`src/rtl/fetch_unit_pkg.sv`:
```
// Shared definitions for the SISC fetch unit: default widths, instruction
// field positions, fetch FSM states and the opcode values the unit cares about.
package fetch_unit_pkg;

    localparam int DEF_ADDR_W  = 16;
    localparam int DEF_INSTR_W = 32;
    localparam int DEF_TIMEOUT = 15;

    localparam int OPC_HI = 31;
    localparam int OPC_LO = 28;
    localparam int MM_HI  = 27;
    localparam int MM_LO  = 24;
    localparam int IMM_HI = 15;
    localparam int IMM_LO = 0;

    typedef enum logic [3:0] {
        OP_NOOP = 4'd0,
        OP_HLT  = 4'd15
    } opcode_e;

    typedef enum logic [1:0] {
        ST_IDLE = 2'd0,
        ST_REQ  = 2'd1,
        ST_WAIT = 2'd2
    } fetch_state_e;

endpackage

```
`src/rtl/fetch_unit_if.sv`:
```
// Instruction-memory req/ack bus: the fetch unit is the master, memory the slave.
interface fetch_unit_if #(
    parameter int ADDR_W  = 16,
    parameter int INSTR_W = 32
);
    logic               imem_req;
    logic [ADDR_W-1:0]  imem_addr;
    logic               imem_ack;
    logic [INSTR_W-1:0] imem_rdata;

    modport master (output imem_req, imem_addr, input  imem_ack, imem_rdata);
    modport slave  (input  imem_req, imem_addr, output imem_ack, imem_rdata);
endinterface

```
`src/rtl/fetch_unit_pc_next_calc.sv`:
```
// Combinational next-PC selection: pc+1, pc+1+imm (relative) or imm (absolute),
// all modulo 2^ADDR_W through natural wrap of the ADDR_W-bit adders.
module pc_next_calc #(
    parameter int ADDR_W = 16
) (
    input  logic [ADDR_W-1:0] i_pc,
    input  logic [ADDR_W-1:0] i_imm,
    input  logic              i_pc_sel,
    input  logic              i_br_sel,
    output logic [ADDR_W-1:0] o_next_pc
);
    logic [ADDR_W-1:0] w_pc_inc;

    assign w_pc_inc = i_pc + ADDR_W'(1);

    always_comb begin
        // NOTE: default assignment first keeps always_comb free of inferred latches.
        o_next_pc = w_pc_inc;
        if (i_pc_sel) begin
            if (i_br_sel) o_next_pc = i_imm;
            else          o_next_pc = w_pc_inc + i_imm;
        end
    end
endmodule

```
`src/rtl/fetch_unit.sv`:
```
// SISC program counter + instruction register with a req/ack instruction fetch FSM.
// Optional fetch timeout enabled by defining FETCH_TIMEOUT_EN.
module fetch_unit
    import fetch_unit_pkg::*;
#(
    parameter int ADDR_W  = DEF_ADDR_W,
    parameter int INSTR_W = DEF_INSTR_W
`ifdef FETCH_TIMEOUT_EN
    ,
    parameter int TIMEOUT = DEF_TIMEOUT
`endif
) (
    input  logic               clk,
    input  logic               rst_f,
    input  logic               pc_rst,
    input  logic               pc_write,
    input  logic               pc_sel,
    input  logic               br_sel,
    input  logic               ir_load,
    fetch_unit_if.master       imem,
    output logic [INSTR_W-1:0] ir,
    output logic [3:0]         opcode,
    output logic [3:0]         mm,
    output logic [ADDR_W-1:0]  pc,
    output logic               fetch_busy,
    output logic               ir_valid,
    output logic               fetch_err
);
    fetch_state_e       r_state;
    logic [ADDR_W-1:0]  r_pc;
    logic [ADDR_W-1:0]  r_addr;
    logic [INSTR_W-1:0] r_ir;
    logic               r_req;
    logic               r_busy;
    logic               r_valid;
    logic [ADDR_W-1:0]  w_next_pc;
    logic [ADDR_W-1:0]  w_imm;
    logic               w_ack;
    logic               w_tmo;

    // imm is taken sign-agnostic and resized to the PC width.
    assign w_imm = ADDR_W'(r_ir[IMM_HI:IMM_LO]);

    pc_next_calc #(.ADDR_W(ADDR_W)) u_pc_next (
        .i_pc      (r_pc),
        .i_imm     (w_imm),
        .i_pc_sel  (pc_sel),
        .i_br_sel  (br_sel),
        .o_next_pc (w_next_pc)
    );

    // NOTE: sequential state uses <= so every register samples pre-edge values.
    always_ff @(posedge clk or negedge rst_f) begin
        if (!rst_f)        r_pc <= '0;
        else if (pc_rst)   r_pc <= '0;
        else if (pc_write) r_pc <= w_next_pc;
    end

    assign w_ack = (r_state != ST_IDLE) && imem.imem_ack;

`ifdef FETCH_TIMEOUT_EN
    localparam int TMO_W = $clog2(TIMEOUT + 1);

    logic [TMO_W-1:0] r_tmo_cnt;
    logic             r_err;

    assign w_tmo = (r_state != ST_IDLE) && !imem.imem_ack &&
                   (r_tmo_cnt == TMO_W'(TIMEOUT - 1));

    always_ff @(posedge clk or negedge rst_f) begin
        if (!rst_f) begin
            r_tmo_cnt <= '0;
            r_err     <= 1'b0;
        end else begin
            if (r_state == ST_IDLE) r_tmo_cnt <= '0;
            else                    r_tmo_cnt <= r_tmo_cnt + TMO_W'(1);
            if (w_tmo) r_err <= 1'b1;
        end
    end

    assign fetch_err = r_err;
`else
    assign w_tmo     = 1'b0;
    assign fetch_err = 1'b0;
`endif

    always_ff @(posedge clk or negedge rst_f) begin
        if (!rst_f) begin
            r_state <= ST_IDLE;
            r_req   <= 1'b0;
            r_addr  <= '0;
            r_busy  <= 1'b0;
            r_valid <= 1'b0;
            r_ir    <= '0;
        end else begin
            r_valid <= 1'b0;
            case (r_state)
                ST_IDLE: begin
                    // Address is the pre-update PC even if pc_write fires this cycle.
                    if (ir_load) begin
                        r_state <= ST_REQ;
                        r_req   <= 1'b1;
                        r_addr  <= r_pc;
                        r_busy  <= 1'b1;
                    end
                end
                ST_REQ, ST_WAIT: begin
                    if (w_ack || w_tmo) begin
                        r_state <= ST_IDLE;
                        r_req   <= 1'b0;
                        r_busy  <= 1'b0;
                        r_valid <= 1'b1;
                        r_ir    <= w_ack ? imem.imem_rdata : '0;
                    end else begin
                        r_state <= ST_WAIT;
                    end
                end
                default: r_state <= ST_IDLE;
            endcase
        end
    end

    assign imem.imem_req  = r_req;
    assign imem.imem_addr = r_addr;
    assign ir             = r_ir;
    assign opcode         = r_ir[OPC_HI:OPC_LO];
    assign mm             = r_ir[MM_HI:MM_LO];
    assign pc             = r_pc;
    assign fetch_busy     = r_busy;
    assign ir_valid       = r_valid;
endmodule
```
`src/flat_wrapper.sv`:
```
// flat-port wrapper written by rule: the top's interface ports become plain ports
module fetch_unit_flat import fetch_unit_pkg::*;
#(
    parameter int ADDR_W  = DEF_ADDR_W,
    parameter int INSTR_W = DEF_INSTR_W

)
  (clk, rst_f, pc_rst, pc_write, pc_sel, br_sel, ir_load, ir, opcode, mm, pc, fetch_busy, ir_valid, fetch_err, imem_imem_req, imem_imem_addr, imem_imem_ack, imem_imem_rdata);
  fetch_unit_if #(.ADDR_W(ADDR_W), .INSTR_W(INSTR_W)) imem_i ();
  input  logic clk;
  input  logic rst_f;
  input  logic pc_rst;
  input  logic pc_write;
  input  logic pc_sel;
  input  logic br_sel;
  input  logic ir_load;
  output logic [INSTR_W-1:0] ir;
  output logic [3:0] opcode;
  output logic [3:0] mm;
  output logic [ADDR_W-1:0] pc;
  output logic fetch_busy;
  output logic ir_valid;
  output logic fetch_err;
  output wire logic [$bits(imem_i.imem_req)-1:0] imem_imem_req;
  output wire logic [$bits(imem_i.imem_addr)-1:0] imem_imem_addr;
  input wire logic [$bits(imem_i.imem_ack)-1:0] imem_imem_ack;
  input wire logic [$bits(imem_i.imem_rdata)-1:0] imem_imem_rdata;
  assign imem_imem_req = imem_i.imem_req;
  assign imem_imem_addr = imem_i.imem_addr;
  assign imem_i.imem_ack = imem_imem_ack;
  assign imem_i.imem_rdata = imem_imem_rdata;
  fetch_unit #(.ADDR_W(ADDR_W), .INSTR_W(INSTR_W)) u_core (.clk(clk), .rst_f(rst_f), .pc_rst(pc_rst), .pc_write(pc_write), .pc_sel(pc_sel), .br_sel(br_sel), .ir_load(ir_load), .imem(imem_i), .ir(ir), .opcode(opcode), .mm(mm), .pc(pc), .fetch_busy(fetch_busy), .ir_valid(ir_valid), .fetch_err(fetch_err));
endmodule
```
`config.mk`:
```
export PLATFORM = sky130hd
export DESIGN_NAME = fetch_unit_flat
export DESIGN_NICKNAME = d
export VERILOG_FILES = /design/src/rtl/fetch_unit_pkg.sv /design/src/rtl/fetch_unit_if.sv /design/src/rtl/fetch_unit_pc_next_calc.sv /design/src/rtl/fetch_unit.sv /design/src/flat_wrapper.sv
export SDC_FILE = /design/constraint.sdc
export NUM_CORES = 1
export LEC_CHECK = 0
export ABC_AREA = 1
export CORE_ASPECT_RATIO = 1.75
export CORE_MARGIN = 4
export CORE_UTILIZATION = 29
export DETAILED_ROUTE_END_ITERATION = 10
export GPL_ROUTABILITY_DRIVEN = 1
export GPL_TIMING_DRIVEN = 0
export HOLD_SLACK_MARGIN = 0.05
export MAX_ROUTING_LAYER = met4
export SETUP_SLACK_MARGIN = 0.4
export SYNTH_ARGS = -nofsm -noshare
export SYNTH_HDL_FRONTEND = slang
export SYNTH_SLANG_ARGS = --single-unit
```
`constraint.sdc`:
```
create_clock -name clk -period 4 [get_ports clk]
set_input_delay 0.8 -clock clk [delete_from_list [all_inputs] [get_ports clk]]
set_output_delay 0.8 -clock clk [all_outputs]
set_load 0.005 [all_outputs]
```
==> out/metrics.csv, run 1 <==
stage,metric,value,unit
outcome,status,"complete, no violations",
detailed_routing,DR WL/cell,14.63,um
cells_and_area,multi-input logic area,0.002163,mm^2
worst_setup_path,crit-path cells,ha_1 -> nand2_2 -> inv_2 -> nand2_4 -> nor4_1 -> nand2_1 -> nand2_1 -> inv_1 -> ha_1 -> nand2_1 -> nor2_1 -> inv_1 -> nor2_1 -> nor2_1 -> nand3_1 -> nand2_1 -> o21ai_0 -> nand2_1 -> nand2_1,
detailed_routing,DR iter-0 viols,168,
floorplanning,DIE WIDTH,99.38,um
grt,gr usage total,16.39,%
clocking,Setup Buffers After CTS,0,
floorplanning,Die Height,167.9,um
sta,final setup fails,0,
power,total chip power,3.556,mW
worst_setup_path,worst path required time,4.28,ns
worst_setup_path,crit path DAT,3.19,ns
clocking,Clock Tree Buf Depth,2,
cells_and_area,share of cells above drive strength 1,7.932,%
logic_synthesis,Syn Area/Cell,7.357,um^2
worst_setup_path,Crit path max-delay family,simple AND/OR/NAND/NOR gates,
power,Logic pwr share,46.6,%
power,Reg power frac,32.8,%
grt,pin count of the biggest net entering global routing,68,
worst_setup_path,cell count along the critical path,19,
clocking,# hold bufs at CTS,0,
sta,Pins Over Slew Limit,0,
detailed_routing,Vias/cell,4.595,
detailed_routing,ANT nets after route,0,
cells_and_area,Fillers,1495,
logic_synthesis,post-synthesis sequential area ratio,40.15,%
power,clock group share of total power,20.6,%
clocking,CTS tree,yes,
detailed_routing,met3 WL,413,um
cells_and_area,Reg area,0.001702,mm^2
job,max_cap viols,0,
floorplanning,Starting Density,29.49,%
detailed_routing,M1 wire length,4.829,mm
detailed_routing,drt first pass iters,4,
sta,Max Fclk,343.6,MHz
sta,final hold violations,0,
worst_setup_path,CP Capture Type,register,
worst_setup_path,CP Class,reg2reg,
sta,min Tclk post-route,2.910,ns
clocking,Root Driver,clkbuf_16,
logic_synthesis,synth unique cells,40,
place,placer congestion estimate,0.8928,
logic_synthesis,#FFs+latches synth,68,
worst_setup_path,slowest CP cell,dfrtp_1,
cells_and_area,most frequent cells in the layout,"nand2_1 (216), clkdlybuf4s50_1 (113), dfrtp_1 (68)",
power,pwr/cell area,603.0,mW/mm^2
grt,grt ovf,0,
logic_synthesis,Synth Cell Area,0.004238,mm^2
sta,max_slew headroom,54.55,%
detailed_routing,wire length on met2,7.181,mm
logic_synthesis,Post-Synthesis Cells,576,
worst_setup_path,R2R depth,19,
sta,RSZ-0062 raised after global routing,no,
clocking,total clock sinks,68,
place,I/O Buffers,114,
sta,sum of negative setup slack,0,ns
worst_setup_path,Bufs and invs on worst path,3,
grt,vias in the first global route,4199,
logic_synthesis,Area contributors post-synth,"dfrtp_1 (40%), nand2_1 (19%), ha_1 (6.2%), inv_1 (5.1%), o21ai_0 (4.3%)",
detailed_routing,uppermost layer routed,met4,
sta,worst slew pin tran,0.6792,ns
sta,fraction of the cycle the final worst path needs,72.75,%
worst_setup_path,CP Max Fanout,6,
power,Sw Share,37.47,%
cells_and_area,Area Growth Syn to Fin,39.15,%
clocking,CTS resizes,0,
place,HPWL after DPL,10.52,mm
detailed_routing,Detailed Route WL,12.96,mm
cells_and_area,Antenna Cells,0,
cells_and_area,fin nets,764,
clocking,Clock Pin Slew Worst Setup and Hold Paths,0.06,ns
detailed_routing,via count,4071,
cells_and_area,"commonest non-fill, non-tap cell in the layout",nand2_1,
detailed_routing,drt drc,0,
clocking,Num CTS Buffers,9,
logic_synthesis,Yosys top cell area share,40.15,%
clocking,H-tree levels,3,
floorplanning,die area,0.01669,mm^2
power,leakage,2.923,nW
grt,antenna violations before repair,0,
floorplanning,Rows,58,
power,net switching power of the design,1.332,mW
logic_synthesis,post-synth top area cell,dfrtp_1,
grt,first-pass GRT wire length,20.96,mm
sta,Fin Clk Skew,0.006083,ns
power,VDD IR max,0.2288,mV
clocking,"Clk Latency, worst-skew pair",0.34,ns
power,Pint,2.224,mW
logic_synthesis,post-synth net total,638,
floorplanning,core region area,0.01437,mm^2
min_path,type of the worst min-delay path,in2async,
logic_synthesis,Yosys Warn Count,0,
floorplanning,IO Count,116,
worst_setup_path,Crit path top cell by count,nand2_1,
worst_setup_path,crit path launch type,register,
worst_setup_path,max incr delay on CP,0.43,ns
[final timing paths]
kind | slack (ns) | start | end
max in group asynchronous | 3.24 | rst_f | u_core.ir[2]$_DFFE_PN0P_
hold reg to reg | 0.48 | u_core.ir[20]$_DFFE_PN0P_ | u_core.ir[20]$_DFFE_PN0P_
min in group clk | 0.48 | u_core.ir[20]$_DFFE_PN0P_ | u_core.ir[20]$_DFFE_PN0P_
hold / removal | 0.24 | rst_f | u_core.imem.imem_addr[14]$_DFFE_PN0P_
setup reg to reg | 1.09 | u_core.pc[1]$_DFFE_PN0P_ | u_core.pc[13]$_DFFE_PN0P_
setup / recovery | 1.09 | u_core.pc[1]$_DFFE_PN0P_ | u_core.pc[13]$_DFFE_PN0P_
[routing by layer]
layer	vias to the layer above	global-route usage, %
li1	2073	-
met4	0	8.323
met3	29	2.073
met1	1877	16.97
met5	-	-
met2	92	29.83
[cell usage after synthesis]
library cell / n
nor4_1: 1
o21ai_0: 36
nor2_1: 24
o21bai_1: 3
xor2_1: 7
nor2_4: 3
or2_1: 2
conb_1: 1
xor2_2: 1
nor3_1: 2
a21oi_1: 34
o21ai_2: 2
nand3_1: 18
nand2_4: 3
nor2_2: 1
o21ai_1: 9
nand2_1: 216
buf_1: 2
xnor2_1: 3
o22ai_1: 4
a21o_1: 2
o211ai_1: 2
clkinv_1: 5
nand3b_1: 2
nand4_1: 3
inv_1: 58
nand3_2: 5
buf_4: 10
ha_1: 21
a31oi_1: 1
buf_2: 1
mux2_2: 2
inv_2: 3
nor2_8: 1
dfrtp_1: 68
fa_1: 1
or2_0: 1
and2_1: 1
nand2_2: 7
clkbuf_1: 10
[cell type report]
type                       instances  share of cell area, %
tap                              180                  3.819
timing repair buffer             115                  19.78
buffer                            23                  2.122
clock buffer                       9                  3.819
clock inverter                     6                 0.7214
inverter                          66                  4.201
multi-input combinational        419                  36.69
sequential                        68                  28.86
[sequential cells by signal (all words and copies together), names as in the netlist]
register and flops:
u_core.ir_valid 1, u_core.imem.imem_addr 16, u_core.pc 16, u_core.ir 32, u_core.imem.imem_req 1, u_core.r_state 2
[power by group through the flow]
stage	Sequential [mW]	Clock, mW	Combinational [mW]
after detailed placement	1.18	0	1.67
after global routing	1.20	0.785	1.85
after global placement	1.17	0	1.64
after floorplan	1.14	0	0.825
final	1.17	0.731	1.66
after CTS	1.17	0.753	1.68
[stage by stage]
stage	std cells	hold slack, ns	util, %	setup WS [ns]	instance area [um^2]
floorplan	576	0.4724	-	1.660	4238
global placement	870	0.4665	39.00	-0.3449	5604
detailed placement	871	0.4688	39.18	1.163	5629
CTS	886	0.2326	41.04	1.057	5897
global route	886	0.2308	41.04	0.6998	5897
finish	886	0.2443	41.04	1.090	5897
[worst reg2reg max path: stages (launching register included)]
cell and delay (ns):
dfrtp_1 0.43, ha_1 0.23, nand2_2 0.08, inv_2 0.09
nand2_4 0.07, nor4_1 0.33, nand2_1 0.08, nand2_1 0.11
inv_1 0.06, ha_1 0.37, nand2_1 0.15, nor2_1 0.16
inv_1 0.05, nor2_1 0.14, nor2_1 0.08, nand3_1 0.07
nand2_1 0.05, o21ai_0 0.17, nand2_1 0.08, nand2_1 0.06
[cell families after synthesis]
kind of cell	share of synthesized area (%)
AOI/OAI and AO/OA	11.72
xor gates and xnor gates	2.451
adders and majority gates	6.673
buffers and inverters	8.798
DFF	40.15
muxes	0.5314
other	0.08849
and+or+nand+nor	29.58
No activity file was read; power rests on OpenSTA's default activity.
==> run 2: changes to the inputs <==
- clock period: 4 -> 2.8 ns (I/O delays scaled with it)
==> run 2 against run 1 <==
Against the previous run: sequential cell count unchanged; via count increased by 3.6%; non-clock buffer count rose by 16; largest cell class unchanged; count of clock-buffer cells in the layout is the same; power increased by 51%; critical path type unchanged; final area increased by 8.2%; hold slack improved by 0.24 ns; global-route usage increased by 0.52 points; first-iteration DRC count is 4.8% higher.
==> out/metrics.csv, run 2 (synthesized netlist as in run 1, its figures left out) <==
stage,metric,value,unit,change
cells_and_area,Antenna Cells,0,,unchanged
min_path,type of the worst min-delay path,reg2reg,,
worst_setup_path,crit path launch type,register,,
power,total chip power,5.387,mW,+51%
sta,final worst slack,0.2995,ns,-0.7905 ns
clocking,"Clk Latency, worst-skew pair",0.34,ns,about the same
clocking,Clock Pin Slew Worst Setup and Hold Paths,0.06,ns,about the same
floorplanning,core region area,0.01437,mm^2,unchanged
worst_setup_path,CP Class,reg2reg,,
cells_and_area,max FFs per register,32,,unchanged
sta,RSZ-0062 raised after global routing,yes,,
grt,gr usage total,16.91,%,+0.52 points
floorplanning,IO Count,116,,unchanged
place,HPWL after DPL,10.52,mm,unchanged
sta,max_slew headroom,52.33,%,-2.2 points
worst_setup_path,max incr delay on CP,0.40,ns,-0.03 ns
worst_setup_path,worst path required time,3.03,ns,-1.25 ns
power,Pint,3.342,mW,+50%
sta,worst slew pin tran,0.7124,ns,+0.03325 ns
cells_and_area,fin nets,780,,+2.1%
cells_and_area,most frequent cells in the layout,"nand2_1 (203), clkdlybuf4s50_1 (113), dfrtp_1 (63)",,
place,dpl ws,-0.03733,ns,-1.200 ns
grt,pin count of the biggest net entering global routing,68,,unchanged
power,net switching power of the design,2.045,mW,+54%
floorplanning,DIE WIDTH,99.38,um,unchanged
worst_setup_path,crit path DAT,2.73,ns,-0.46 ns
floorplanning,Die Height,167.9,um,unchanged
worst_setup_path,CP Capture Type,register,,
place,placed cell areas,0.005629,mm^2,unchanged
power,Reg power frac,31.4,%,-1.4 points
detailed_routing,Detailed Route WL,13.68,mm,+5.5%
worst_setup_path,crit-path cells,ha_4 -> nand2_4 -> inv_4 -> nand2_8 -> nor2_4 -> inv_2 -> o21ai_2 -> nand2_2 -> inv_2 -> ha_4 -> nand2_4 -> inv_2 -> nand2_1 -> nand2_1 -> nand2_1 -> nand2_1 -> inv_1 -> nand2_2 -> inv_1 -> nand2_1 -> nand3_1 -> nand2_1 -> nand2_1 -> nand2_1,,
clocking,CTS tree,yes,,
floorplanning,Rows,58,,unchanged
sta,Pins Over Slew Limit,0,,unchanged
power,VDD IR max,0.3378,mV,+48%
floorplanning,Starting Density,29.49,%,unchanged
sta,WHS,0.4800,ns,+0.2357 ns
place,Inst Count DP,871,,unchanged
sta,fraction of the cycle the final worst path needs,89.30,%,+17 points
cells_and_area,share of cells above drive strength 1,18.70,%,+11 points
cells_and_area,"commonest non-fill, non-tap cell in the layout",nand2_1,,
cells_and_area,Area Growth Syn to Fin,50.61,%,
clocking,Num CTS Buffers,9,,unchanged
detailed_routing,drt first pass iters,4,,unchanged
detailed_routing,Vias/cell,4.674,,+1.7%
worst_setup_path,Crit path max-delay family,simple AND/OR/NAND/NOR gates,,
grt,antenna violations before repair,0,,unchanged
worst_setup_path,r2r setup slk,0.30,ns,-0.79 ns
sta,final hold violations,0,,unchanged
sta,sum of negative setup slack,0,ns,unchanged
grt,first-pass GRT wire length,21.62,mm,+3.1%
outcome,status,"complete, no violations",,
cells_and_area,multi-input logic area,0.002517,mm^2,+16%
sta,Max Fclk,399.9,MHz,+16%
worst_setup_path,slowest CP cell,dfrtp_1,,
cells_and_area,Fillers,1434,,-4.1%
clocking,H-tree levels,3,,unchanged
cells_and_area,Final Cell Area,0.006382,mm^2,+8.2%
cells_and_area,Finished Layout Cells,902,,+1.8%
detailed_routing,DR iter-0 viols,176,,+4.8%
power,clock group share of total power,19.5,%,-1.1 points
cells_and_area,Reg area,0.001708,mm^2,+0.37%
power,Logic pwr share,49.1,%,+2.5 points
sta,final setup fails,0,,unchanged
place,placer congestion estimate,0.8928,,unchanged
cells_and_area,Final Core Density,44.42,%,+3.4 points
grt,grt ovf,0,,unchanged
power,pwr/cell area,844.1,mW/mm^2,+40%
sta,min Tclk post-route,2.501,ns,-0.4095 ns
detailed_routing,via count,4216,,+3.6%
clocking,Clock Tree Buf Depth,2,,unchanged
worst_setup_path,Bufs and invs on worst path,6,,+3
floorplanning,die area,0.01669,mm^2,unchanged
power,Sw Share,37.96,%,+0.50 points
detailed_routing,DR WL/cell,15.16,um,+3.6%
clocking,total clock sinks,68,,unchanged
worst_setup_path,CP Max Fanout,6,,unchanged
clocking,Root Driver,clkbuf_16,,
worst_setup_path,Crit path top cell by count,nand2_1,,
sta,Fin Clk Skew,0.008289,ns,+0.002206 ns
detailed_routing,drt drc,0,,unchanged
place,I/O Buffers,114,,unchanged
grt,vias in the first global route,4309,,+2.6%
job,max_cap viols,0,,unchanged
power,leakage,3.048,nW,+4.3%
detailed_routing,ANT nets after route,0,,unchanged
[run 2: power by group through the flow]
stage	combinational (mW)	clock, mW	sequential [mW]
floorplan	1.18	0	1.62
global placement	2.34	0	1.67
detailed placement	2.39	0	1.69
CTS	2.57	1.08	1.69
global route	2.94	1.12	1.74
finish	2.65	1.05	1.69
[run 2: layout make-up]
cell class                      count  share of cell area, %
Sequential cell                    68                  26.76
Multi-Input combinational cell    419                  39.44
Inverter                           66                  3.921
Clock buffer                        9                  3.529
Timing Repair Buffer              131                  20.19
Buffer                             23                  1.960
Clock inverter                      6                 0.6665
Tap cell                          180                  3.529
[run 2: routing by layer]
metal	vias to the layer above	track usage (%)	share of wire, %
met3	31	2.488	3.7
met2	109	31.53	56
met4	0	7.075	3.3
li1	2104	-	-
met5	-	-	0
met1	1972	17.27	37
[run 2: worst register-to-register path, cell delays in order (launching register included)]
cell	delay, ns
dfrtp_1	0.40
ha_4	0.17
nand2_4	0.07
inv_4	0.10
nand2_8	0.07
nor2_4	0.17
inv_2	0.05
o21ai_2	0.13
nand2_2	0.08
inv_2	0.08
ha_4	0.23
nand2_4	0.09
inv_2	0.04
nand2_1	0.07
nand2_1	0.07
nand2_1	0.06
nand2_1	0.05
inv_1	0.06
nand2_2	0.07
inv_1	0.05
nand2_1	0.05
nand3_1	0.07
nand2_1	0.07
nand2_1	0.06
nand2_1	0.05
[run 2: path summary, 6_finish.rpt]
kind | cells after the start | from | to
max | 24 | u_core.pc[1]$_DFFE_PN0P_ | u_core.pc[15]$_DFFE_PN0P_
min | 2 | u_core.ir[20]$_DFFE_PN0P_ | u_core.ir[20]$_DFFE_PN0P_
max reg2reg | 24 | u_core.pc[1]$_DFFE_PN0P_ | u_core.pc[15]$_DFFE_PN0P_
min reg2reg | 2 | u_core.ir[20]$_DFFE_PN0P_ | u_core.ir[20]$_DFFE_PN0P_
max in group asynchronous | 3 | rst_f | u_core.pc[3]$_DFFE_PN0P_
min in group asynchronous | 2 | rst_f | u_core.imem.imem_addr[14]$_DFFE_PN0P_
[run 2: timing repair]
item	in CTS	in global routing
hold buffers	1	0
pin swaps	21	18
buffers inserted	12	3
hold endpoints to repair	1	0
resized for setup	48	31
cloned	0	0
setup endpoints to repair	11	13
